<file path="src/rtl/neuron_serial_integrator_if.sv">
// Scheduler <-> integrator start/busy/done handshake.
// master = core scheduler, slave = neuron_serial_integrator.
interface neuron_serial_integrator_if;
  logic start_i;
  logic busy_o;
  logic done_o;

  modport master (
    output start_i,
    input  busy_o,
    input  done_o
  );

  modport slave (
    input  start_i,
    output busy_o,
    output done_o
  );
endinterface

</file>
<file path="src/rtl/neuron_serial_integrator.sv">
// Multi-cycle neuron integrator: lane-serial accumulate, leak, fire.
// Define NEURON_REFRACTORY_EN to add the refractory counter ports.
module neuron_serial_integrator #(
  parameter int NUM_AXONS       = 256,
  parameter int LANES           = 8,
  parameter int NUM_WEIGHTS     = 4,
  parameter int WEIGHT_WIDTH    = 9,
  parameter int LEAK_WIDTH      = 9,
  parameter int POTENTIAL_WIDTH = 9,
  parameter int REFRAC_WIDTH    = 4
) (
  input  logic clk_i,
  input  logic rst_i,
  neuron_serial_integrator_if.slave hs,
  input  logic [NUM_WEIGHTS*WEIGHT_WIDTH-1:0] weights_i,
  input  logic [NUM_AXONS*$clog2(NUM_WEIGHTS)-1:0] axon_types_i,
  input  logic [NUM_AXONS-1:0] synapses_in_i,
  input  logic [NUM_AXONS-1:0] axon_in_i,
  input  logic [LEAK_WIDTH-1:0] leak_i,
  input  logic [POTENTIAL_WIDTH-1:0] positive_threshold_i,
  input  logic [POTENTIAL_WIDTH-1:0] negative_threshold_i,
  input  logic [POTENTIAL_WIDTH-1:0] reset_potential_i,
  input  logic [POTENTIAL_WIDTH-1:0] current_potential_i,
  input  logic [1:0] reset_mode_i,
`ifdef NEURON_REFRACTORY_EN
  input  logic [REFRAC_WIDTH-1:0] refrac_period_i,
  input  logic [REFRAC_WIDTH-1:0] refrac_cnt_i,
  output logic [REFRAC_WIDTH-1:0] refrac_cnt_o,
`endif
  output logic [POTENTIAL_WIDTH-1:0] write_potential_o,
  output logic spike_o
);

  localparam int PW = POTENTIAL_WIDTH;
  localparam int WW = WEIGHT_WIDTH;
  localparam int IDX_W = $clog2(NUM_WEIGHTS);
  localparam int GROUPS = NUM_AXONS / LANES;
  localparam int GRP_W = (GROUPS > 1) ? $clog2(GROUPS) : 1;
  localparam int ACC_W = PW + $clog2(NUM_AXONS) + 2;
  localparam logic [GRP_W-1:0] LAST_GRP = GRP_W'(GROUPS - 1);
  localparam logic signed [ACC_W-1:0] SAT_HI =
    {{(ACC_W-PW+1){1'b0}}, {(PW-1){1'b1}}};
  localparam logic signed [ACC_W-1:0] SAT_LO =
    {{(ACC_W-PW+1){1'b1}}, {(PW-1){1'b0}}};

  typedef enum logic [1:0] {
    S_IDLE,
    S_ACCUM,
    S_LEAK,
    S_FIRE
  } state_t;

  function automatic logic signed [ACC_W-1:0] sx_p(
    input logic [PW-1:0] x
  );
    return {{(ACC_W-PW){x[PW-1]}}, x};
  endfunction

  function automatic logic signed [ACC_W-1:0] sx_w(
    input logic [WW-1:0] x
  );
    return {{(ACC_W-WW){x[WW-1]}}, x};
  endfunction

  function automatic logic signed [ACC_W-1:0] sx_l(
    input logic [LEAK_WIDTH-1:0] x
  );
    return {{(ACC_W-LEAK_WIDTH){x[LEAK_WIDTH-1]}}, x};
  endfunction

  function automatic logic signed [PW-1:0] sat(
    input logic signed [ACC_W-1:0] x
  );
    if (x > SAT_HI) return SAT_HI[PW-1:0];
    if (x < SAT_LO) return SAT_LO[PW-1:0];
    return x[PW-1:0];
  endfunction

  state_t state_q, state_d;

  logic [WW-1:0] w_in [NUM_WEIGHTS];
  logic [WW-1:0] wtab_q [NUM_WEIGHTS];
  logic [NUM_AXONS*IDX_W-1:0] types_q;
  logic [NUM_AXONS-1:0] act_q;
  logic [LEAK_WIDTH-1:0] leak_q;
  logic signed [PW-1:0] pthr_q, nthr_q, rpot_q;
  logic signed [PW-1:0] v_q, wpot_q;
  logic [1:0] mode_q;
  logic signed [ACC_W-1:0] acc_q;
  logic [GRP_W-1:0] grp_q;
  logic done_q, spike_q;

  logic busy, accept;
  logic start_refrac, in_refrac;
  logic signed [ACC_W-1:0] lane_sum;
  logic signed [PW-1:0] v_next;
  logic signed [PW-1:0] fire_out;
  logic pos, neg;

  for (genvar k = 0; k < NUM_WEIGHTS; k++) begin : g_wunpack
    assign w_in[k] = weights_i[k*WW +: WW];
  end

  assign busy   = (state_q != S_IDLE) || done_q;
  assign accept = !busy && hs.start_i;

  assign hs.busy_o         = busy;
  assign hs.done_o         = done_q;
  assign write_potential_o = wpot_q;
  assign spike_o           = spike_q;

`ifdef NEURON_REFRACTORY_EN
  logic [REFRAC_WIDTH-1:0] snap_rcnt, rper_q, rcnt_out_q;

  assign start_refrac = (refrac_cnt_i != '0);
  assign in_refrac    = (snap_rcnt != '0);
  assign refrac_cnt_o = rcnt_out_q;

  // capture refractory state; publish updated count with done
  always_ff @(posedge clk_i) begin
    if (rst_i) begin
      snap_rcnt  <= '0;
      rper_q     <= '0;
      rcnt_out_q <= '0;
    end else if (accept) begin
      snap_rcnt <= refrac_cnt_i;
      rper_q    <= refrac_period_i;
    end else if (state_q == S_FIRE) begin
      if (in_refrac)
        rcnt_out_q <= snap_rcnt - REFRAC_WIDTH'(1);
      else
        rcnt_out_q <= pos ? rper_q : '0;
    end
  end
`else
  logic [REFRAC_WIDTH-1:0] snap_rcnt;

  assign snap_rcnt    = '0;
  assign start_refrac = 1'b0;
  assign in_refrac    = (snap_rcnt != '0);
`endif

  // state register
  always_ff @(posedge clk_i) begin
    if (rst_i) state_q <= S_IDLE;
    else       state_q <= state_d;
  end

  // sequencing: refractory neurons skip synaptic input
  always_comb begin
    state_d = state_q;
    unique case (state_q)
      S_IDLE:
        if (accept)
          state_d = start_refrac ? S_LEAK : S_ACCUM;
      S_ACCUM:
        if (grp_q == LAST_GRP) state_d = S_LEAK;
      S_LEAK:  state_d = S_FIRE;
      S_FIRE:  state_d = S_IDLE;
      default: state_d = S_IDLE;
    endcase
  end

  // gated weight sum of the current lane group
  always_comb begin
    logic [LANES-1:0] g_act;
    logic [LANES*IDX_W-1:0] g_ty;
    logic [IDX_W-1:0] ty;
    g_act = LANES'(act_q >> (grp_q * LANES));
    g_ty  = (LANES*IDX_W)'(types_q >> (grp_q * LANES * IDX_W));
    ty    = '0;
    lane_sum = '0;
    for (int l = 0; l < LANES; l++) begin
      ty = g_ty[IDX_W-1:0];
      if (g_act[0]) lane_sum = lane_sum + sx_w(wtab_q[ty]);
      g_act = g_act >> 1;
      g_ty  = g_ty >> IDX_W;
    end
  end

  // leak then clamp to the potential range
  assign v_next = sat(acc_q + sx_l(leak_q));

  // threshold compare and reset-mode selection
  always_comb begin
    logic signed [ACC_W-1:0] dp, dn;
    dp  = sx_p(v_q) - sx_p(pthr_q);
    dn  = sx_p(v_q) - sx_p(nthr_q);
    pos = !in_refrac && (v_q >= pthr_q);
    neg = !pos && (v_q < nthr_q);
    fire_out = v_q;
    if (pos) begin
      unique case (mode_q)
        2'd1:    fire_out = sat(dp);
        2'd2:    fire_out = v_q;
        default: fire_out = rpot_q;
      endcase
    end else if (neg) begin
      unique case (mode_q)
        2'd1:    fire_out = sat(dn);
        2'd2:    fire_out = nthr_q;
        default: fire_out = rpot_q;
      endcase
    end
  end

  // snapshot, accumulate, leak and result registers
  always_ff @(posedge clk_i) begin
    if (rst_i) begin
      wtab_q  <= '{default: '0};
      types_q <= '0;
      act_q   <= '0;
      leak_q  <= '0;
      pthr_q  <= '0;
      nthr_q  <= '0;
      rpot_q  <= '0;
      mode_q  <= '0;
      acc_q   <= '0;
      grp_q   <= '0;
      v_q     <= '0;
      wpot_q  <= '0;
      spike_q <= 1'b0;
      done_q  <= 1'b0;
    end else begin
      done_q <= 1'b0;
      unique case (state_q)
        S_IDLE: begin
          if (accept) begin
            wtab_q  <= w_in;
            types_q <= axon_types_i;
            act_q   <= synapses_in_i & axon_in_i;
            leak_q  <= leak_i;
            pthr_q  <= positive_threshold_i;
            nthr_q  <= negative_threshold_i;
            rpot_q  <= reset_potential_i;
            mode_q  <= reset_mode_i;
            acc_q   <= sx_p(current_potential_i);
            grp_q   <= '0;
          end
        end
        S_ACCUM: begin
          acc_q <= acc_q + lane_sum;
          grp_q <= grp_q + GRP_W'(1);
        end
        S_LEAK: v_q <= v_next;
        S_FIRE: begin
          wpot_q  <= fire_out;
          spike_q <= pos;
          done_q  <= 1'b1;
        end
        default: ;
      endcase
    end
  end

endmodule

</file>
<file path="src/flat_wrapper.sv">
// flat-port wrapper written by rule: the top's interface ports become plain ports
module neuron_serial_integrator_flat 
#(
  parameter int NUM_AXONS       = 256,
  parameter int LANES           = 8,
  parameter int NUM_WEIGHTS     = 4,
  parameter int WEIGHT_WIDTH    = 9,
  parameter int LEAK_WIDTH      = 9,
  parameter int POTENTIAL_WIDTH = 9,
  parameter int REFRAC_WIDTH    = 4
)
  (clk_i, rst_i, weights_i, axon_types_i, synapses_in_i, axon_in_i, leak_i, positive_threshold_i, negative_threshold_i, reset_potential_i, current_potential_i, reset_mode_i, write_potential_o, spike_o, hs_start_i, hs_busy_o, hs_done_o);
  neuron_serial_integrator_if hs_i ();
  input  logic clk_i;
  input  logic rst_i;
  input  logic [NUM_WEIGHTS*WEIGHT_WIDTH-1:0] weights_i;
  input  logic [NUM_AXONS*$clog2(NUM_WEIGHTS)-1:0] axon_types_i;
  input  logic [NUM_AXONS-1:0] synapses_in_i;
  input  logic [NUM_AXONS-1:0] axon_in_i;
  input  logic [LEAK_WIDTH-1:0] leak_i;
  input  logic [POTENTIAL_WIDTH-1:0] positive_threshold_i;
  input  logic [POTENTIAL_WIDTH-1:0] negative_threshold_i;
  input  logic [POTENTIAL_WIDTH-1:0] reset_potential_i;
  input  logic [POTENTIAL_WIDTH-1:0] current_potential_i;
  input  logic [1:0] reset_mode_i;
  output logic [POTENTIAL_WIDTH-1:0] write_potential_o;
  output logic spike_o;
  input wire logic [$bits(hs_i.start_i)-1:0] hs_start_i;
  output wire logic [$bits(hs_i.busy_o)-1:0] hs_busy_o;
  output wire logic [$bits(hs_i.done_o)-1:0] hs_done_o;
  assign hs_i.start_i = hs_start_i;
  assign hs_busy_o = hs_i.busy_o;
  assign hs_done_o = hs_i.done_o;
  neuron_serial_integrator #(.NUM_AXONS(NUM_AXONS), .LANES(LANES), .NUM_WEIGHTS(NUM_WEIGHTS), .WEIGHT_WIDTH(WEIGHT_WIDTH), .LEAK_WIDTH(LEAK_WIDTH), .POTENTIAL_WIDTH(POTENTIAL_WIDTH), .REFRAC_WIDTH(REFRAC_WIDTH)) u_core (.clk_i(clk_i), .rst_i(rst_i), .hs(hs_i), .weights_i(weights_i), .axon_types_i(axon_types_i), .synapses_in_i(synapses_in_i), .axon_in_i(axon_in_i), .leak_i(leak_i), .positive_threshold_i(positive_threshold_i), .negative_threshold_i(negative_threshold_i), .reset_potential_i(reset_potential_i), .current_potential_i(current_potential_i), .reset_mode_i(reset_mode_i), .write_potential_o(write_potential_o), .spike_o(spike_o));
endmodule
</file>
<file path="config.mk">
export PLATFORM = sky130hd
export DESIGN_NAME = neuron_serial_integrator_flat
export DESIGN_NICKNAME = d
export VERILOG_FILES = /design/src/rtl/neuron_serial_integrator_if.sv /design/src/rtl/neuron_serial_integrator.sv /design/src/flat_wrapper.sv
export SDC_FILE = /design/constraint.sdc
export NUM_CORES = 2
export LEC_CHECK = 0
export ABC_AREA = 1
export CORE_MARGIN = 10
export CORE_UTILIZATION = 30
export DETAILED_ROUTE_END_ITERATION = 16
export PLACE_DENSITY_LB_ADDON = 0.1
export SLEW_MARGIN = 20
export SYNTH_ARGS = -nofsm -noshare
export SYNTH_HDL_FRONTEND = slang
export SYNTH_SLANG_ARGS = --single-unit
export TNS_END_PERCENT = 10
</file>
<file path="constraint.sdc">
create_clock -name clk_i -period 27.9 [get_ports clk_i]
set_input_delay 4.185 -clock clk_i [delete_from_list [all_inputs] [get_ports clk_i]]
set_output_delay 4.185 -clock clk_i [all_outputs]
set_load 0.01 [all_outputs]
</file>
Yosys cells after proc, flatten, opt, wreduce, memory -nomap -nowiden --
Index checks and enable logic that the tools add are counted.
Operators by class: reductions and logical operators 11, equal/unequal tests 8, bitwise logic cells 9, mux-type cells 75, $add $sub $neg 12, order comparisons 16, shifts and indexed selects 2
Operator list (count):
- right shift 512 x 9 -> 16 bit | 1
- 2-to-1 mux 9 bit | 30
- AND 256 bit | 1
- right shift 256 x 8 -> 8 bit | 1
- 2-to-1 mux 19 bit | 9
- adder 19 x 9 -> 19 bit | 8
- binary-select mux 9 bit (select 2 bit) | 8
- > comparator 19 x 9 -> 1 bit, second input constant | 3
- < comparator 19 x 9 -> 1 bit, second input constant | 3
- case mux 19 bit (2 select lines) | 1
- case mux 9 bit (2 select lines) | 2
- greater-or-equal comparator 3 bit, second input constant | 8
- inverter 2 -> 3 bit | 8
- 2-to-1 mux 1 bit | 20
- subtractor 9 x 9 -> 10 bit | 2
- adder 19 bit | 1
- case mux 5 bit (2 select lines) | 1
- greater-or-equal comparator 9 bit | 1
- < comparator 9 bit | 1
- case mux 2 bit (4 select lines) | 1
- equality test 2 bit, second input constant | 3
- AND reduction 2 bit | 3
- adder 5 x 1 -> 5 bit, second input constant | 1
- equality test 5 bit, second input constant | 1
- other kinds (9) | 15
Storage, ports and cells: bits in registers 888

Longest topological paths before layout --
depth in word-level cells 22, mapped depth 91, gate-level depth less buffers 85

Least setup slack after synthesis --
OpenSTA, ideal clock, no wires.
kind register -> register, start register u_core.grp_q[1], end register u_core.acc_q[18], cell stages (with the launch flop) 86, period minus slack after synthesis 11.937 ns, slack 15.963 ns, data arrival time 11.815 ns, required time 27.778 ns, cells stage by stage dfxtp_1 > buf_4 > inv_4 > buf_6 > buf_6 > buf_6 > buf_6 > buf_6 > buf_4 > buf_6 > o21ai_0 > a21oi_1 > o311ai_0 > nand3_1 > o31ai_4 > buf_2 > a21oi_1 > o21ai_0 > [50 not listed] > ha_1 > a21oi_1 > nor2_1 > nor2_1 > nor2_1 > nor2_1 > xor2_1 > mux2i_1 > ha_1 > nand4_1 > inv_1 > nand2_1 > o311ai_0 > nand3_1 > nand2_1 > nand2_1 > nand3_1 > a21oi_2
Between the ends: word-level cells in the longest chain between the ends 22, elaborated cells on any way between the ends 51
Ends and longest elaborated chain:
- from (decl) | RTL line neuron_serial_integrator.sv:90 | logic [GRP_W-1:0] grp_q;
- from (signal assigned) | RTL line neuron_serial_integrator.sv:243 | grp_q <= grp_q + GRP_W'(1);
- right shift 512 x 9 -> 16 bit | RTL line neuron_serial_integrator.sv:170 | g_ty = (LANES*IDX_W)'(types_q >> (grp_q * LANES * IDX_W));
- inverter 2 -> 3 bit (not written as such) | RTL line neuron_serial_integrator.sv:175 | if (g_act[0]) lane_sum = lane_sum + sx_w(wtab_q[ty]);
- binary-select mux 9 bit (select 2 bit) | RTL line neuron_serial_integrator.sv:175
- 2-to-1 mux 9 bit (not written as such) (2 in a row) | RTL line neuron_serial_integrator.sv:175
- 2-to-1 mux 19 bit | RTL line neuron_serial_integrator.sv:175
- adder 19 x 9 -> 19 bit | RTL line neuron_serial_integrator.sv:175
- 2-to-1 mux 19 bit | RTL line neuron_serial_integrator.sv:175
- adder 19 x 9 -> 19 bit | RTL line neuron_serial_integrator.sv:175
- [5 not listed]
- adder 19 x 9 -> 19 bit | RTL line neuron_serial_integrator.sv:175
- 2-to-1 mux 19 bit | RTL line neuron_serial_integrator.sv:175
- adder 19 x 9 -> 19 bit | RTL line neuron_serial_integrator.sv:175
- 2-to-1 mux 19 bit | RTL line neuron_serial_integrator.sv:175
- adder 19 x 9 -> 19 bit | RTL line neuron_serial_integrator.sv:175
- 2-to-1 mux 19 bit * | RTL line neuron_serial_integrator.sv:175
- adder 19 bit * | RTL line neuron_serial_integrator.sv:242 | acc_q <= acc_q + lane_sum;
- case mux 19 bit (2 select lines) * | RTL line neuron_serial_integrator.sv:226 | unique case (state_q)
- to (signal assigned) | RTL line neuron_serial_integrator.sv:237 | acc_q <= sx_p(current_potential_i);
- to (signal assigned) | RTL line neuron_serial_integrator.sv:242
- to (decl) | RTL line neuron_serial_integrator.sv:89 | logic signed [ACC_W-1:0] acc_q;
Every way passes the cells marked *; elsewhere a longest branch is shown, timed or not. The select of a mux whose other input is x is not followed. A chain may end at the register's enable or synchronous reset.

Final worst setup path --
Ends and elaborated chain as after synthesis.

==> implementation parameters <==
Parameter                              Value

Clock network
  Number of CTS-inserted buffers    between 100 and 150
  Hold buffer count at CTS    0
  TritonCTS clock tree    built
  Clock latency reported for the late side of the worst-skew pair    around 800 ps
  Gates resized, CTS repair    0
  Number of buffers on the longest clock path    3
  Count of H-tree levels built during CTS    3
  Register clock-pin slew on the reported worst setup and hold paths    60 ps
  Setup repair bufs after CTS    0
  Root cell of the clock tree    sky130_fd_sc_hd__clkbuf_16
  TritonCTS Sinks    about 890

Synthesis
  Synthesized instance count    around 7500
  Seq/Total Area, Yosys    35.1%
  Number of flip-flops and latches in the synthesized netlist    888
  Share of flip-flops with an asynchronous set or reset after synthesis    0%
  Average size of a mapped cell    6.76 um^2
  Synth Warn #    0
  Cell Area, Synth    50700 um^2
  Syn_nets    8805
  Distinct cell type count of the synthesized netlist    69
  Number of enable flip-flop cells after synthesis    0
  Main synth FF type    sky130_fd_sc_hd__dfxtp_1

Finish
  Synthesis-to-layout area growth    30.9%
  Fraction of layout cells with a size suffix above 1    3.83%
  Non-filler instance count after layout    10600
  Total number of nets in the final design    9596
  Final cell area excluding filler cells    about 66000 um^2

Floorplan
  Row Count    150
  Die H    431 um
  I/O pins    1122
  Die Footprint    186000 um^2
  Area of the core    about 170000 um^2
  Starting utilization of the core area    30.3%
  Die width    ~430 um

STA
  Actual transition at the worst max-transition pin    1170 ps
  Fin Setup TNS    0 ps
  RSZ-0062 raised after global routing    no
  Period minus WS final    between 15000 and 20000 ps
  Post-layout worst setup margin    about 13000 ps
  Count of pins over their slew limit    0
  Final Setup Violations    0
  Final worst clock skew    75.8 ps
  Highest attainable clock frequency    0.0663 GHz
  Rel. slew slack    22.0%
  Share of the cycle needed by the critical path after routing    between 50% and 60%
  Final hold violation count    0

GRT
  Number of global-route vias before repair    53300
  Initial antenna violation count    around 160
  First-pass GRT wire length    around 410000 um
  Total gr overflow    0
  Maximum number of pins on one net before global-route repair    218
  GR Util All Layers    30.6%

Routing
  Via count of the routed design    56300
  Wire length reported by the detailed router    between 300000 and 400000 um
  DRC violation count after routing    0
  DRT Pass-1 Iters    5
  Number of nets with antenna violations after detailed routing    0
  Routed wire per std cell    28.3 um
  Starting DRT DRC Count    5568
  Number of vias per cell after detailed routing    5.29

Power
  Combinational group share of total power    between 50% and 60%
  IR drop worst, VDD    roughly 68 uV
  Total power after layout    0.00786 W
  Power density over the cells    118 nW/um^2
  Share of total power in sequential cells    22.0%
  Reported net switching power    0.00395 W
  Part of the power in the clock network    about 18%
  P_int    0.00392 W
  Static leakage power    25.7 nW
  Fraction of power spent switching nets    50.2%

Worst setup path
  Worst setup slack for register-to-register paths    roughly 13000 ps
  Startpoint of the worst register-to-register path    u_core.grp_q[1]$_SDFFE_PP0P_
  Worst Setup Path Type    register to register
  Start point of the critical path    u_core.grp_q[1]$_SDFFE_PP0P_
  Slowest library cell on the worst path    sky130_fd_sc_hd__dfxtp_4
  Largest driver fanout on the critical path    52
  Worst reg2reg path endpoint    u_core.acc_q[18]$_SDFFE_PP0P_
  Critical Path Most Common Cell    sky130_fd_sc_hd__nand2_1
  End point of the critical path    u_core.acc_q[18]$_SDFFE_PP0P_
  Worst stage delay on the critical path    between 700 and 800 ps
  Kind of end point of the critical path    register
  Required time of the critical path    28540 ps
  Arrival time at the worst endpoint    15740 ps
  R2r worst-path depth    75
  Critical path startpoint category    register

Place
  Detailed placer's ending HPWL    around 240000 um
  Post-place instance area    62700 um^2
  Minimum setup slack after placement    12750 ps
  Number of I/O port buffers    1121
  Last weighted congestion value of the routability-driven placer    0.989
  DP Cell Count    10400

Job
  Number of max-cap violations    0

Worst hold path
  Path type of the worst min-delay path    register to register
  Number of stages on the worst hold path    2

Run status
  Run status    complete, no violations
-- per-layer routing --
layer | GRT usage [%] | routed length, um | part of all wire (%) | up-vias
li1 | - | - | - | 26900
met1 | 39.1 | 129000 | 43 | 26800
met2 | 51.9 | 144000 | 48 | 1990
met3 | 5.66 | 18900 | 6.3 | 448
met4 | 9.56 | 9110 | 3.0 | 40
met5 | 0 | 266 | 0.088 | -
-- cell families after synthesis --
group / count (synthesis) / synth area share [%]
flip-flops: 888 / 35.1
adder cells (fa/ha/maj): 193 / 4.94
AND/OR/NAND/NOR: 2490 / 20.2
buffers and inverters: 1178 / 10.2
AO/OA/AOI/OAI: 2653 / 28.0
multiplexers: 3 / 0.0592
XOR/XNOR: 97 / 1.68
-- per-stage QoR --
stage / hold WS [ps] / utilization [%]
detailed placement: 441 / 37.4
global route: 466 / 39.6
floorplan: 424 / -
global placement: 434 / 37.4
CTS: 450 / 39.5
finish: 448 / 39.6
-- Yosys cell counts, drive strengths merged (14+ instances only) --
cell type | number | area [um^2]
xnor2 | 34 | 298
a21oi | 1434 | 7200
nor2 | 233 | 885
o211ai | 53 | 403
o21ai | 916 | 4640
a31oi | 16 | 106
ha | 181 | 2260
nand4 | 25 | 156
a211oi | 140 | 1060
inv | 672 | 2530
o21bai | 17 | 128
and2 | 14 | 87.6
xor2 | 63 | 552
buf | 176 | 1380
nand3 | 464 | 2330
nand2 | 1691 | 6390
clkbuf | 327 | 1230
dfxtp | 888 | 17800
or2 | 26 | 163
nor3 | 23 | 115
-- critical path: cells and delay by family (launching register included) --
kind,cells,cell delay (ps)
flops,1,770
mux,2,320
simple gates,32,4000
compound gates,18,3290
buf+inv,8,2150
fa+ha+maj,10,3640
xor+xnor,5,780
-- flip-flops by register name, indices dropped and copies added, names as in the netlist --
| signal | flops |
|---|---|
| u_core.types_q | 512 |
| u_core.act_q | 256 |
| u_core.wtab_q | 36 |
| u_core.acc_q | 19 |
| u_core.leak_q | 9 |
| u_core.nthr_q | 9 |
| u_core.pthr_q | 9 |
| u_core.rpot_q | 9 |
| u_core.v_q | 9 |
| u_core.write_potential_o | 9 |
| u_core.grp_q | 5 |
| u_core.mode_q | 2 |
| u_core.state_q | 2 |
| u_core.hs.done_o | 1 |
| u_core.spike_o | 1 |
-- worst min path at each step --
stage | start | to | slack, ps
after floorplan | u_core.types_q[103]$_SDFFE_PP0P_ | u_core.types_q[103]$_SDFFE_PP0P_ | 420
after global placement | u_core.types_q[233]$_SDFFE_PP0P_ | u_core.types_q[233]$_SDFFE_PP0P_ | 430
after detailed placement | u_core.types_q[483]$_SDFFE_PP0P_ | u_core.types_q[483]$_SDFFE_PP0P_ | 440
after CTS | u_core.types_q[483]$_SDFFE_PP0P_ | u_core.types_q[483]$_SDFFE_PP0P_ | 450
after global routing | u_core.types_q[393]$_SDFFE_PP0P_ | u_core.types_q[393]$_SDFFE_PP0P_ | 470
final | u_core.types_q[239]$_SDFFE_PP0P_ | u_core.types_q[239]$_SDFFE_PP0P_ | 450
-- power by group through the flow --
stage	registers [W]	clock network [W]	logic [W]
final	0.00173	0.00142	0.00471
after global routing	0.00175	0.00149	0.00527
after CTS	0.00172	0.00144	0.00469
after detailed placement	0.00175	0	0.00467
after global placement	0.00175	0	0.00467
after floorplan	0.00167	0	0.00334
-- final cells by class --
cell class | count | area [um^2]
antenna | 64 | 160
clock buffer | 163 | 3130
clock inverter | 25 | 387
fill | 17900 | 101000
inverter | 675 | 2560
multi-input combinational | 5436 | 27800
sequential | 888 | 17800
tap | 2204 | 2760
timing repair buffer | 1187 | 11800
-- placed cells by master, fill, tap and decap left out, drive strengths merged, types with 63 or more instances in the layout --
cell | netlist | final
nor2 | 233 | 233
ha | 181 | 181
a211oi | 140 | 140
diode | 0 | 64
o21ai | 916 | 916
clkbuf | 327 | 163
clkdlybuf4s50 | 0 | 1120
nand3 | 464 | 464
buf | 176 | 67
dfxtp | 888 | 888
nand2 | 1691 | 1691
inv | 672 | 673
xor2 | 63 | 63
a21oi | 1434 | 1434
(Power assumes the default switching activity.)
